### src/rtl/ctc_pkg.sv
`default_nettype none
// ============================================================================
// ctc_pkg : shared types and default geometry for the calculator timing core
// Rev 1.0
// ============================================================================
package ctc_pkg;

  localparam int CTC_NDIG  = 14;
  localparam int CTC_DBITS = 4;
  localparam int CTC_SYNC  = 10;
  localparam int CTC_KROWS = 8;
  localparam int CTC_KCOLS = 5;
  localparam int CTC_DEB   = 2;

  localparam int CTC_W  = CTC_NDIG * CTC_DBITS;
  localparam int CTC_PW = $clog2(CTC_NDIG);
  localparam int CTC_BW = $clog2(CTC_W);
  localparam int CTC_RW = $clog2(CTC_KROWS);
  localparam int CTC_CW = $clog2(CTC_KCOLS);

  typedef enum logic [2:0] {
    WS_P   = 3'd0,
    WS_WP  = 3'd1,
    WS_X   = 3'd2,
    WS_W   = 3'd3,
    WS_M   = 3'd4,
    WS_S   = 3'd5,
    WS_MS  = 3'd6,
    WS_OFF = 3'd7
  } ws_mode_e;

  typedef enum logic [1:0] {
    PTR_NONE = 2'd0,
    PTR_LOAD = 2'd1,
    PTR_INC  = 2'd2,
    PTR_DEC  = 2'd3
  } ptr_op_e;

  typedef enum logic [1:0] {
    DB_IDLE    = 2'd0,
    DB_CONFIRM = 2'd1,
    DB_VALID   = 2'd2,
    DB_RELEASE = 2'd3
  } db_state_e;

endpackage
`default_nettype wire

### src/rtl/ctc_key_debounce.sv
`default_nettype none
// ============================================================================
// ctc_key_debounce : per-frame first-hit capture and multi-frame key debounce
// Rev 1.0
// ============================================================================
module ctc_key_debounce
  import ctc_pkg::*;
#(
  parameter int CODE_W = CTC_RW + CTC_CW,
  parameter int DEB    = CTC_DEB
) (
  input  logic              cph2,
  input  logic              nrst,
  input  logic              sample_i,
  input  logic              frame_end_i,
  input  logic              hit_i,
  input  logic [CODE_W-1:0] code_i,
  input  logic              key_ack_i,
  output logic              key_valid_o,
  output logic [CODE_W-1:0] key_code_o
);

  localparam int NW = $clog2(DEB + 1);

  db_state_e         state_q, state_d;
  logic              found_q, found_d;
  logic [CODE_W-1:0] fcode_q, fcode_d;
  logic [CODE_W-1:0] cand_q, cand_d;
  logic [NW-1:0]     n_q, n_d;
  logic              w_frame_hit;
  logic [CODE_W-1:0] w_frame_code;

  always_ff @(posedge cph2 or negedge nrst) begin
    if (!nrst) begin
      state_q <= DB_IDLE;
      found_q <= 1'b0;
      fcode_q <= '0;
      cand_q  <= '0;
      n_q     <= '0;
    end else begin
      state_q <= state_d;
      found_q <= found_d;
      fcode_q <= fcode_d;
      cand_q  <= cand_d;
      n_q     <= n_d;
    end
  end

  // The last row's sample arrives together with frame_end, so it is merged here
  always_comb begin
    w_frame_hit  = found_q | hit_i;
    w_frame_code = found_q ? fcode_q : code_i;
    found_d      = found_q;
    fcode_d      = fcode_q;
    if (frame_end_i) begin
      found_d = 1'b0;
    end else if (sample_i && hit_i && !found_q) begin
      found_d = 1'b1;
      fcode_d = code_i;
    end
  end

  always_comb begin
    state_d = state_q;
    cand_d  = cand_q;
    n_d     = n_q;
    case (state_q)
      DB_IDLE: begin
        if (frame_end_i && w_frame_hit) begin
          cand_d  = w_frame_code;
          n_d     = NW'(1);
          state_d = (DEB == 1) ? DB_VALID : DB_CONFIRM;
        end
      end
      DB_CONFIRM: begin
        if (frame_end_i) begin
          if (!w_frame_hit) begin
            state_d = DB_IDLE;
          end else if (w_frame_code == cand_q) begin
            n_d = n_q + NW'(1);
            if (n_q + NW'(1) == NW'(DEB)) state_d = DB_VALID;
          end else begin
            cand_d = w_frame_code;
            n_d    = NW'(1);
          end
        end
      end
      DB_VALID: begin
        if (key_ack_i) state_d = DB_RELEASE;
      end
      DB_RELEASE: begin
        if (frame_end_i && !w_frame_hit) state_d = DB_IDLE;
      end
      default: state_d = DB_IDLE;
    endcase
  end

  always_comb begin
    key_valid_o = (state_q == DB_VALID);
    key_code_o  = (state_q == DB_VALID) ? cand_q : '0;
  end

endmodule
`default_nettype wire

### src/rtl/ctc_scan_timer.sv
`default_nettype none
// ============================================================================
// ctc_scan_timer : word/digit timebase, WS field strobe, pointer and key scan
// Rev 1.0
// ============================================================================
module ctc_scan_timer
  import ctc_pkg::*;
#(
  parameter  int NDIG  = CTC_NDIG,
  parameter  int DBITS = CTC_DBITS,
  parameter  int SYNC  = CTC_SYNC,
  parameter  int KROWS = CTC_KROWS,
  parameter  int KCOLS = CTC_KCOLS,
  parameter  int DEB   = CTC_DEB,
  localparam int W     = NDIG * DBITS,
  localparam int PW    = $clog2(NDIG),
  localparam int BW    = $clog2(W),
  localparam int RW    = $clog2(KROWS),
  localparam int CW    = $clog2(KCOLS),
  localparam int KW    = RW + CW
) (
  input  logic          cph2,
  input  logic          nrst,
  input  logic [2:0]    ws_mode,
  input  logic          ws_load,
  input  logic [1:0]    ptr_op,
  input  logic [PW-1:0] ptr_val,
  input  logic [KCOLS-1:0] kc,
  input  logic          key_ack,
  output logic [BW-1:0] bit_cnt,
  output logic [PW-1:0] digit,
  output logic          sync,
  output logic          t_last,
  output logic          ws,
  output logic [PW-1:0] ptr,
  output logic [KROWS-1:0] kr,
  output logic          key_valid,
  output logic [KW-1:0] key_code
);

  logic [BW-1:0] bit_cnt_q;
  logic [PW-1:0] ptr_q, ptr_d;
  ws_mode_e      ws_mode_q;
  logic [RW-1:0] row_q;
  logic [PW-1:0] w_digit;
  logic          w_t_last;
  logic          w_frame_end;
  logic          w_hit;
  logic [CW-1:0] w_col;

  assign w_t_last    = (bit_cnt_q == BW'(W - 1));
  assign w_digit     = PW'(bit_cnt_q / BW'(DBITS));
  assign w_frame_end = w_t_last && (row_q == RW'(KROWS - 1));
  assign w_hit       = |kc;

  assign bit_cnt = bit_cnt_q;
  assign digit   = w_digit;
  assign t_last  = w_t_last;
  assign ptr     = ptr_q;
  assign sync    = (bit_cnt_q >= BW'(W - 1 - SYNC)) && (bit_cnt_q <= BW'(W - 2));

  always_comb begin
    ptr_d = ptr_q;
    case (ptr_op_e'(ptr_op))
      PTR_LOAD: ptr_d = (int'(ptr_val) >= NDIG) ? PW'(NDIG - 1) : ptr_val;
      PTR_INC:  ptr_d = (ptr_q == PW'(NDIG - 1)) ? '0 : ptr_q + PW'(1);
      PTR_DEC:  ptr_d = (ptr_q == '0) ? PW'(NDIG - 1) : ptr_q - PW'(1);
      default:  ptr_d = ptr_q;
    endcase
  end

  // Pointer, mode and row all change only at word end so a word sees stable state
  always_ff @(posedge cph2 or negedge nrst) begin
    if (!nrst) begin
      bit_cnt_q <= '0;
      ptr_q     <= '0;
      ws_mode_q <= WS_OFF;
      row_q     <= '0;
    end else begin
      bit_cnt_q <= w_t_last ? '0 : bit_cnt_q + BW'(1);
      if (w_t_last) begin
        ptr_q <= ptr_d;
        if (ws_load) ws_mode_q <= ws_mode_e'(ws_mode);
        row_q <= (row_q == RW'(KROWS - 1)) ? '0 : row_q + RW'(1);
      end
    end
  end

  always_comb begin
    ws = 1'b0;
    case (ws_mode_q)
      WS_P:    ws = (w_digit == ptr_q);
      WS_WP:   ws = (w_digit <= ptr_q);
      WS_X:    ws = (w_digit <= PW'(2));
      WS_W:    ws = 1'b1;
      WS_M:    ws = (w_digit >= PW'(3)) && (w_digit <= PW'(NDIG - 2));
      WS_S:    ws = (w_digit == PW'(NDIG - 1));
      WS_MS:   ws = (w_digit >= PW'(3));
      default: ws = 1'b0;
    endcase
  end

  // Lowest asserted column wins within the driven row
  always_comb begin
    kr        = '0;
    kr[row_q] = 1'b1;
    w_col     = '0;
    for (int i = KCOLS - 1; i >= 0; i--) begin
      if (kc[i]) w_col = CW'(i);
    end
  end

  ctc_key_debounce #(
    .CODE_W (KW),
    .DEB    (DEB)
  ) u_debounce (
    .cph2        (cph2),
    .nrst        (nrst),
    .sample_i    (w_t_last),
    .frame_end_i (w_frame_end),
    .hit_i       (w_hit),
    .code_i      ({row_q, w_col}),
    .key_ack_i   (key_ack),
    .key_valid_o (key_valid),
    .key_code_o  (key_code)
  );

endmodule
`default_nettype wire

### config.mk
export PLATFORM = sky130hd
export DESIGN_NAME = ctc_scan_timer
export DESIGN_NICKNAME = d
export VERILOG_FILES = /design/src/rtl/ctc_pkg.sv /design/src/rtl/ctc_key_debounce.sv /design/src/rtl/ctc_scan_timer.sv
export SDC_FILE = /design/constraint.sdc
export NUM_CORES = 1
export LEC_CHECK = 0
export BUFFER_PORTS_ARGS = -buffer_cell sky130_fd_sc_hd__buf_4
export CAP_MARGIN = 20
export CORE_ASPECT_RATIO = 1.75
export CORE_MARGIN = 4
export CORE_UTILIZATION = 35
export DETAILED_ROUTE_END_ITERATION = 16
export PLACE_DENSITY = 0.55
export SYNTH_ARGS = -nofsm -noshare
export SYNTH_HDL_FRONTEND = slang
export SYNTH_SLANG_ARGS = --single-unit
### constraint.sdc
create_clock -name cph2 -period 2.4 [get_ports cph2]
set_input_delay 0.24 -clock cph2 [delete_from_list [all_inputs] [get_ports cph2]]
set_output_delay 0.24 -clock cph2 [all_outputs]
set_load 0.05 [all_outputs]
==> results of run 1 <==
[sequential cells by signal, indices dropped and copies added, names as in the netlist, named ones only]
name,flops
ws_mode_q,3
u_debounce.cand_q,6
row_q,3
u_debounce.found_q,1
bit_cnt,6
u_debounce.fcode_q,6
ptr,4
u_debounce.n_q,2
u_debounce.state_q,1
[logic make-up after synthesis]
group / synth area share
fa+ha+maj: 0.0756
buf+inv: 0.0637
compound gates: 0.173
simple gates: 0.192
mux: 0.0994
xor+xnor: 0.0378
flops: 0.358
[stage by stage]
| stage | instances | setup TNS, ns | hold slack, ns | total power [mW] |
|---|---|---|---|---|
| finish | 382 | 0 | 0.193 | 1.25 |
| global route | 382 | -0.00309 | 0.201 | 1.30 |
| CTS | 379 | 0 | 0.191 | 1.26 |
| detailed placement | 370 | 0 | 0.224 | 0.642 |
| global placement | 370 | 0 | 0.216 | 0.642 |
| floorplan | 243 | -0.0253 | -0.0556 | 0.598 |
[power by group]
group / total, mW / leakage, nW / switching (mW) / internal, mW
registers: 0.560 / 0.394 / 0.00153 / 0.559
clock network: 0.615 / 0.0706 / 0.234 / 0.381
logic: 0.0720 / 0.943 / 0.0383 / 0.0337
[worst max-delay path, stage by stage (launching register included)]
cell      delay [ns]
dfrtp_1         0.63
mux2i_1         0.33
xnor2_1         0.15
nand2_1         0.10
a311oi_4        0.39
a31oi_4         0.19
mux2_4          0.33
[metal layers]
layer | wire length [µm] | track usage | up-vias
li1 | - | - | 964
met1 | 2030 | 0.151 | 942
met2 | 3200 | 0.291 | 53
met3 | 215 | 0.0243 | 16
met4 | 239 | 0.0939 | 0
met5 | 0 | 0 | -
[layout make-up]
type / count / area (µm²) / share of cell area
clock buffer: 6 / 129 / 0.0436
clock inverter: 2 / 10.0 / 0.00338
inverter: 18 / 67.6 / 0.0228
multi-input combinational: 179 / 1340 / 0.454
sequential: 33 / 835 / 0.282
tap: 82 / 103 / 0.0347
timing repair buffer: 62 / 472 / 0.159
[cells in the final DEF, fill, tap and decap left out, drive strengths merged, types with 7 or more instances in the layout]
cell	instances
buf	61
dfrtp	30
nand2	22
nor2	18
inv	18
mux2	15
ha	14
o21ai	11
a21oi	10
and2	8
a31oi	7
[worst min path at each step]
stage,to,cells past startpoint
after global routing,ws_mode_q[0]$_DFFE_PN1P_,2
after floorplan,async pin,0
final,ws_mode_q[0]$_DFFE_PN1P_,2
after CTS,ws_mode_q[0]$_DFFE_PN1P_,2
after global placement,u_debounce.cand_q[5]$_DFFE_PN0P_,1
after detailed placement,u_debounce.fcode_q[0]$_DFFE_PN0P_,1
[timing repair]
item	CTS	global route
setup endpoints to repair	1	1
buffers inserted	0	3
pin swaps	0	0
hold buffers	1	0
hold endpoints to repair	30	0
gates resized for setup	1	5
==> results.py, run 1 <==
metrics = {
    "timing": {
        "setup_viol": 0,
        "post-route-period-util": 0.928,
        "finalHoldViolCount": 0,
        "slew_headroom": 0.569,
        "fmax_mhz": 449,
        "clock_skew_ns": 0.00576,
        "slew_viol_final": 0,
        "post-route-min-period_ns": 2.23,
        "worst_slew_pin_slew_ns": 0.639,
        "setup_slack_ns": 0.173,
    },
    "layout": {
        "drive_above_1_share": 0.357,
        "fillCellCount": 631,
        "area_delta_synth_final_pct": 27.7,
        "diodes": 0,
        "final_core_utilization": 0.456,
        "design_area_um2": 2960,
        "nNetsFinal": 331,
    },
    "setup_path": {
        "crit_path_end": "u_debounce.cand_q[2]$_DFFE_PN0P_",
        "start_kind": "register",
        "cp_data_arrival_time_ns": 2.38,
        "r2r_slack_ns": 0.17,
        "crit-reg2reg-capture": "u_debounce.cand_q[2]$_DFFE_PN0P_",
        "rr_worst_depth": 6,
        "worstPathMaxFanout": 13,
        "critical_path_class": "register to register",
        "crit_path_end_kind": "register",
        "required_ns": 2.56,
        "crit_start": "u_debounce.found_q$_DFFE_PN0P_",
        "r2r-start": "u_debounce.found_q$_DFFE_PN0P_",
    },
    "synth": {
        "seq_area_frac_synth": 0.358,
        "synth_cell_type_count": 56,
        "synth_top_area_frac": 0.324,
        "syn_area_per_cell_um2": 9.53,
        "synth.top_cells.by_area": "dfrtp_1 32%, ha_1 7.6%, mux2_2 5.8%",
        "postSynth.asyncResetShare": 1.00,
        "synth_ff_type": "dfrtp_1",
        "syn_inst": 243,
        "synthMostInstantiatedCell": "dfrtp_1",
        "syn_nets": 275,
        "yosysWarnings": 0,
        "synth_common_cells": "30 x dfrtp_1, 20 x nand2_1, 17 x inv_1",
        "netlist.top_cell.by_area": "dfrtp_1",
        "netlist_area_um2": 2320,
        "synth_edf_count": 0,
        "ys_seq_elements": 33,
    },
    "floorplan": {
        "fp.dieH_um": 116,
        "dieArea_um2": 8030,
        "initial_utilization": 0.357,
        "io_pins": 50,
        "num_rows": 39,
        "core-area_um2": 6490,
        "die_w_um": 69.5,
    },
    "clocking": {
        "cts_root_buf": "clkbuf_16",
        "cts.path.max_buffers": 2,
        "cts_sinks": 33,
        "h-tree-depth": 2,
        "cts_buffers": 5,
        "cts_tree": "yes",
        "clkLatencyLatePin_ns": 0.28,
        "clk_pin_slew_worst_paths_ns": 0.06,
    },
    "drt": {
        "drc": 0,
        "routed_wl_um": 5680,
        "routedWlPerCell_um": 14.9,
        "via_per_inst": 5.17,
        "dr.pass1.iters": 4,
        "ant_nets": 0,
        "num_vias": 1975,
        "drtIter0Drc": 44,
    },
    "global_route": {
        "grt_max_degree": 34,
        "grt_first_pass_wirelength_um": 9600,
        "gr-total-overflow": 0,
        "grt_pass1_vias": 1968,
        "grt_antenna_before_repair": 0,
        "track_usage": 0.152,
    },
    "placement": {
        "dpl_worst_slack_ns": 0.172,
        "hpwl_um": 4420,
        "gp_congestion": 0.855,
        "placed_area_um2": 2780,
        "numPortBuffers": 49,
    },
    "hold_path": {
        "hold_class": "input pin to register",
        "hold_start": "ws_mode[0]",
    },
    "run_status": {
        "status": "complete, no violations",
    },
    "power_and_ir_drop": {
        "p_per_area_nw_per_um2": 422,
        "vdd_ir_drop_max_mv": 0.222,
        "power_leakage_nw": 1.41,
    },
    "flow_run": {
        "cap_violations": 0,
    },
}
Power figures use the tool's default switching activity.
==> run 2: changes to the inputs <==
==> constraint.sdc (replaced) <==
create_clock -name cph2 -period 2.4 [get_ports cph2]
set_input_delay 0.48 -clock cph2 [delete_from_list [all_inputs] [get_ports cph2]]
set_output_delay 0.48 -clock cph2 [all_outputs]
set_load 0.05 [all_outputs]
==> run 2 against run 1 <==
Compared with the run above:
- design area up 1.8%
- maximum frequency decreased by 2.6%
- global-route usage decreased by 1.1 points
- combinational power down 2.9%
- non-clock buffer count up 3
- flip-flop and latch count did not move
- via count decreased by 1.2%
- first-iteration DRC count up 55%
- sequential power is essentially flat
==> results.py, run 2 (synthesized netlist as in run 1, its figures left out) <==
metrics = {
    "timing": {
        "post-route-min-period_ns": 2.29,
        "clock_skew_ns": 0.00437,
        "slew_headroom": 0.529,
        "post-route-period-util": 0.953,
        "grt_setup_unrepaired": "no",
        "tns_ns": 0,
        "slew_viol_final": 0,
        "setup_slack_ns": 0.114,
        "worst_slew_pin_slew_ns": 0.699,
        "setup_viol": 0,
        "fmax_mhz": 437,
        "finalHoldViolCount": 0,
    },
    "power_and_ir_drop": {
        "p_per_area_nw_per_um2": 411,
        "p_int_mw": 0.972,
        "seqPwrFrac": 0.452,
        "swShare": 0.215,
        "p_clk_frac": 0.491,
        "p_comb_frac": 0.056,
        "vdd_ir_drop_max_mv": 0.328,
        "power.total_mw": 1.24,
        "power_leakage_nw": 1.44,
        "power_switching_mw": 0.267,
    },
    "layout": {
        "final_common_cell": "buf_4",
        "nNetsFinal": 334,
        "final_cells": 385,
        "drive_above_1_share": 0.380,
        "area_delta_synth_final_pct": 30.0,
        "final_cell_mix": "64 x buf_4, 26 x dfrtp_1, 20 x nand2_1, 16 x nor2_1, 15 x inv_1",
        "fillCellCount": 640,
        "diodes": 0,
        "final-seq-area_um2": 835,
        "multi_input_area_um2": 1380,
        "design_area_um2": 3010,
    },
    "setup_path": {
        "slowest_stage": "dfrtp_2",
        "crit_family": "compound AO/OA/AOI/OAI gates",
        "crit_path_end_kind": "output pin",
        "critical_path_class": "register to output pin",
        "critical-path-max-stage-delay_ns": 0.40,
        "required_ns": 1.92,
        "cp_data_arrival_time_ns": 1.81,
        "path_cells": "inv_2, ha_4, nor2b_1, o21ai_1, nand2b_1, a21oi_2, o22ai_2, a21oi_4, buf_6",
        "worstPathMaxFanout": 2,
        "cp_num_buf_inv": 2,
        "start_kind": "register",
    },
    "flow_run": {
        "cap_violations": 0,
    },
    "clocking": {
        "cts_sinks": 33,
        "clk_pin_slew_worst_paths_ns": 0.05,
        "cts_root_buf": "clkbuf_16",
        "clkLatencyLatePin_ns": 0.27,
        "cts_tree": "yes",
        "cts_buffers": 5,
        "h-tree-depth": 2,
        "cts.path.max_buffers": 2,
    },
    "placement": {
        "numPortBuffers": 49,
        "gp_congestion": 0.802,
        "hpwl_um": 4130,
        "dpl_worst_slack_ns": 0.157,
        "dp.cells": 374,
        "placed_area_um2": 2820,
    },
    "drt": {
        "num_vias": 1951,
        "routed_wl_um": 5440,
        "via_per_inst": 5.07,
        "drc": 0,
        "drtIter0Drc": 68,
        "ant_nets": 0,
        "routedWlPerCell_um": 14.1,
        "dr.pass1.iters": 4,
    },
    "run_status": {
        "status": "complete, no violations",
    },
    "floorplan": {
        "initial_utilization": 0.357,
        "fp.dieH_um": 116,
        "io_pins": 50,
        "num_rows": 39,
        "core-area_um2": 6490,
        "dieArea_um2": 8030,
        "die_w_um": 69.5,
    },
    "global_route": {
        "gr-total-overflow": 0,
        "grt_pass1_vias": 1960,
        "grt_first_pass_wirelength_um": 9230,
        "track_usage": 0.142,
        "grt_antenna_before_repair": 0,
        "grt_max_degree": 34,
    },
    "hold_path": {
        "hold_class": "input pin to async pin",
    },
}
## run 2: changes by cell type in the layout (fill, tap and decap cells not counted), sizes merged
cell and delta:
buf +4, dlygate4sd3 -1
## run 2: what timing repair did
action / in CTS / in global routing
setup buffers: 1 / 2
setup endpoints to repair: 1 / 1
hold buffers: 0 / 0
resized for setup: 5 / 3
pin swaps: 0 / 3
## run 2: per-layer routing
| layer | part of all wire | wire length (µm) | up-vias | GRT usage |
|---|---|---|---|---|
| met4 | 0.024 | 131 | 0 | 0.0600 |
| li1 | - | - | 968 | - |
| met5 | 0 | 0 | - | 0 |
| met1 | 0.41 | 2210 | 933 | 0.167 |
| met2 | 0.53 | 2910 | 41 | 0.250 |
| met3 | 0.034 | 187 | 9 | 0.0269 |
## run 2: area by class of cell
class,count,share of cell area
clock inverters,2,0.00332
multi-input cells,179,0.457
repair buffers,65,0.163
flip-flops and latches,33,0.277
well taps,82,0.0341
inverters,18,0.0224
clock buffers,6,0.0428
## run 2: metrics by stage
step | util | hold slack, ns
after floorplan | - | 0.184
after global placement | 0.435 | 0.455
after detailed placement | 0.435 | 0.454
final | 0.464 | 0.142
after global routing | 0.464 | 0.176
after CTS | 0.460 | 0.160
## run 2: worst paths after layout
| kind | startpoint | endpoint | slack [ns] | cells after the start |
|---|---|---|---|---|
| max reg2reg | bit_cnt[1]$_DFF_PN0_ | u_debounce.cand_q[3]$_DFFE_PN0P_ | 0.20 | 7 |
| min reg2reg | u_debounce.n_q[1]$_DFFE_PN0P_ | u_debounce.n_q[1]$_DFFE_PN0P_ | 0.48 | 2 |
| max | ptr[1]$_DFFE_PN0P_ | ws | 0.11 | 9 |
| max in group asynchronous | nrst | ws_mode_q[1]$_DFFE_PN1P_ | 1.92 | 1 |
| min | nrst | u_debounce.fcode_q[0]$_DFFE_PN0P_ | 0.14 | 1 |
| min in group cph2 | ws_mode[2] | ws_mode_q[2]$_DFFE_PN1P_ | 0.44 | 2 |
## run 2: power groups by stage
stage	clock, mW	sequential [mW]	combinational (mW)
2_1_floorplan	0	0.570	0.0280
3_3_place_gp	0	0.570	0.0714
5_1_grt	0.645	0.560	0.0783
3_5_place_dp	0	0.570	0.0717
6_report	0.608	0.560	0.0699
4_1_cts	0.624	0.560	0.0720
==> run 3: changes to the inputs <==
--- a/config.mk
+++ b/config.mk
@@ -12,6 +12,7 @@
 export CORE_UTILIZATION = 35
 export DETAILED_ROUTE_END_ITERATION = 16
 export PLACE_DENSITY = 0.55
+export SETUP_SLACK_MARGIN = 0.2
 export SYNTH_ARGS = -nofsm -noshare
 export SYNTH_HDL_FRONTEND = slang
 export SYNTH_SLANG_ARGS = --single-unit
==> run 3 against run 2 <==
Compared with the run above:
- register-to-register slack gained 0.11 ns
- design area grew 2.2%
- clock power is essentially flat
- power is essentially flat
- count of clock-buffer cells in the layout is the same
- critical path depth is the same
- flip-flop and latch count is the same
- setup slack gained 0.014 ns
- die area is the same
- sequential power is essentially flat
- routed wire length grew 2.5%
- via count shrank 1.2%
- largest power group unchanged
==> results.py, run 3 (synthesized netlist as in run 1, its figures left out) <==
metrics = {
    "run_status": {
        "status": "complete, no violations",
    },
    "layout": {
        "nNetsFinal": 335,
        "diodes": 0,
        "area_delta_synth_final_pct": 33.0,
        "final_core_utilization": 0.474,
        "final_common_cell": "buf_4",
        "drive_above_1_share": 0.424,
        "final_cell_mix": "65 x buf_4, 21 x dfrtp_1, 19 x nand2_1, 16 x nor2_1, 15 x inv_1",
        "final_cells": 386,
    },
    "drt": {
        "routed_wl_um": 5570,
        "num_vias": 1928,
        "routedWlPerCell_um": 14.4,
        "ant_nets": 0,
        "via_per_inst": 4.99,
        "drtIter0Drc": 86,
        "dr.pass1.iters": 4,
        "drc": 0,
    },
    "timing": {
        "tns_ns": 0,
        "fin_hold_ws_ns": 0.148,
        "finalHoldViolCount": 0,
        "fmax_mhz": 440,
        "worst_slew_pin_slew_ns": 0.473,
        "setup_viol": 0,
        "grt_setup_unrepaired": "yes",
        "post-route-period-util": 0.947,
        "clock_skew_ns": 0.00544,
        "slew_viol_final": 0,
        "post-route-min-period_ns": 2.27,
        "setup_slack_ns": 0.127,
        "slew_headroom": 0.682,
    },
    "floorplan": {
        "dieArea_um2": 8030,
        "num_rows": 39,
        "initial_utilization": 0.357,
        "fp.dieH_um": 116,
        "io_pins": 50,
        "core-area_um2": 6490,
        "die_w_um": 69.5,
    },
    "flow_run": {
        "cap_violations": 0,
    },
    "power_and_ir_drop": {
        "p_int_mw": 0.972,
        "p_per_area_nw_per_um2": 402,
        "power_switching_mw": 0.267,
        "swShare": 0.216,
        "p_comb_frac": 0.057,
        "power_leakage_nw": 1.47,
        "seqPwrFrac": 0.452,
        "vdd_ir_drop_max_mv": 0.286,
        "p_clk_frac": 0.490,
    },
    "clocking": {
        "cts_root_buf": "clkbuf_16",
        "cts.path.max_buffers": 2,
        "cts_buffers": 5,
        "cts_tree": "yes",
        "clkLatencyLatePin_ns": 0.28,
        "cts_sinks": 33,
        "holdBufCountCts": 0,
        "h-tree-depth": 2,
        "clk_pin_slew_worst_paths_ns": 0.05,
    },
    "global_route": {
        "grt_pass1_vias": 2003,
        "track_usage": 0.145,
        "grt_max_degree": 34,
        "gr-total-overflow": 0,
        "grt_antenna_before_repair": 0,
        "grt_first_pass_wirelength_um": 9250,
    },
    "setup_path": {
        "crit_path_end_kind": "output pin",
        "worstPathMaxFanout": 2,
        "required_ns": 1.92,
        "start_kind": "register",
        "critical_path_class": "register to output pin",
        "cp_data_arrival_time_ns": 1.79,
        "rr_worst_depth": 7,
    },
    "placement": {
        "dp.cells": 370,
        "hpwl_um": 4060,
        "dpl_worst_slack_ns": 0.153,
        "gp_congestion": 0.798,
        "numPortBuffers": 49,
    },
    "hold_path": {
        "hold_class": "input pin to async pin",
    },
}
[run 3: cell types whose count changed in the layout (fill, tap and decap cells not counted), sizes merged]
cell and change:
buf +1
[run 3: final cells by class]
type | count | area (µm²)
flip-flops and latches | 33 | 843
multi-input cells | 179 | 1430
repair buffers | 66 | 499
fillers | 630 | 3410
clock buffers | 6 | 129
inverters | 18 | 67.6
clock inverters | 2 | 10.0
well taps | 82 | 103
[run 3: path summary, 6_finish.rpt]
kind,from,end,slack [ns]
hold / removal,nrst,ptr[3]$_DFFE_PN0P_,0.15
setup reg to reg,bit_cnt[0]$_DFF_PN0_,u_debounce.cand_q[2]$_DFFE_PN0P_,0.31
setup / recovery,ptr[1]$_DFFE_PN0P_,ws,0.13
hold reg to reg,u_debounce.fcode_q[2]$_DFFE_PN0P_,u_debounce.fcode_q[2]$_DFFE_PN0P_,0.47
max in group asynchronous,nrst,ws_mode_q[2]$_DFFE_PN1P_,1.90
min in group cph2,ws_mode[2],ws_mode_q[2]$_DFFE_PN1P_,0.44
[run 3: timing repair]
| action | CTS | global route |
|---|---|---|
| gates resized for setup | 9 | 4 |
| setup endpoints to repair | 6 | 12 |
| pin swaps | 2 | 0 |
| buffers inserted | 3 | 5 |
[run 3: worst max-delay path, cell delays in order, from the launching register on]
cell	delay, ns
dfrtp_2	0.41
inv_2	0.08
ha_4	0.20
nor2b_1	0.12
o21ai_1	0.11
nand2b_1	0.08
a21oi_2	0.13
o22ai_2	0.09
a21oi_4	0.13
buf_6	0.17
[run 3: per-stage QoR]
step | cell area, µm² | power [mW]
2_1_floorplan | 2380 | 0.598
3_3_place_gp | 2840 | 0.642
3_5_place_dp | 2840 | 0.642
4_1_cts | 3030 | 1.26
5_1_grt | 3080 | 1.30
6_report | 3080 | 1.24
[run 3: metal layers]
metal	track usage	share of wire	vias to the layer above
met5	0	0	-
met4	0.0613	0.021	0
met3	0.0373	0.034	8
met2	0.272	0.54	34
met1	0.153	0.40	918
li1	-	-	968
[run 3: power groups by stage]
| stage | logic [mW] | registers, mW | clock network, mW |
|---|---|---|---|
| after floorplan | 0.0280 | 0.570 | 0 |
| after global placement | 0.0720 | 0.570 | 0 |
| after detailed placement | 0.0722 | 0.570 | 0 |
| after CTS | 0.0725 | 0.560 | 0.630 |
| after global routing | 0.0803 | 0.560 | 0.659 |
| final | 0.0709 | 0.560 | 0.607 |
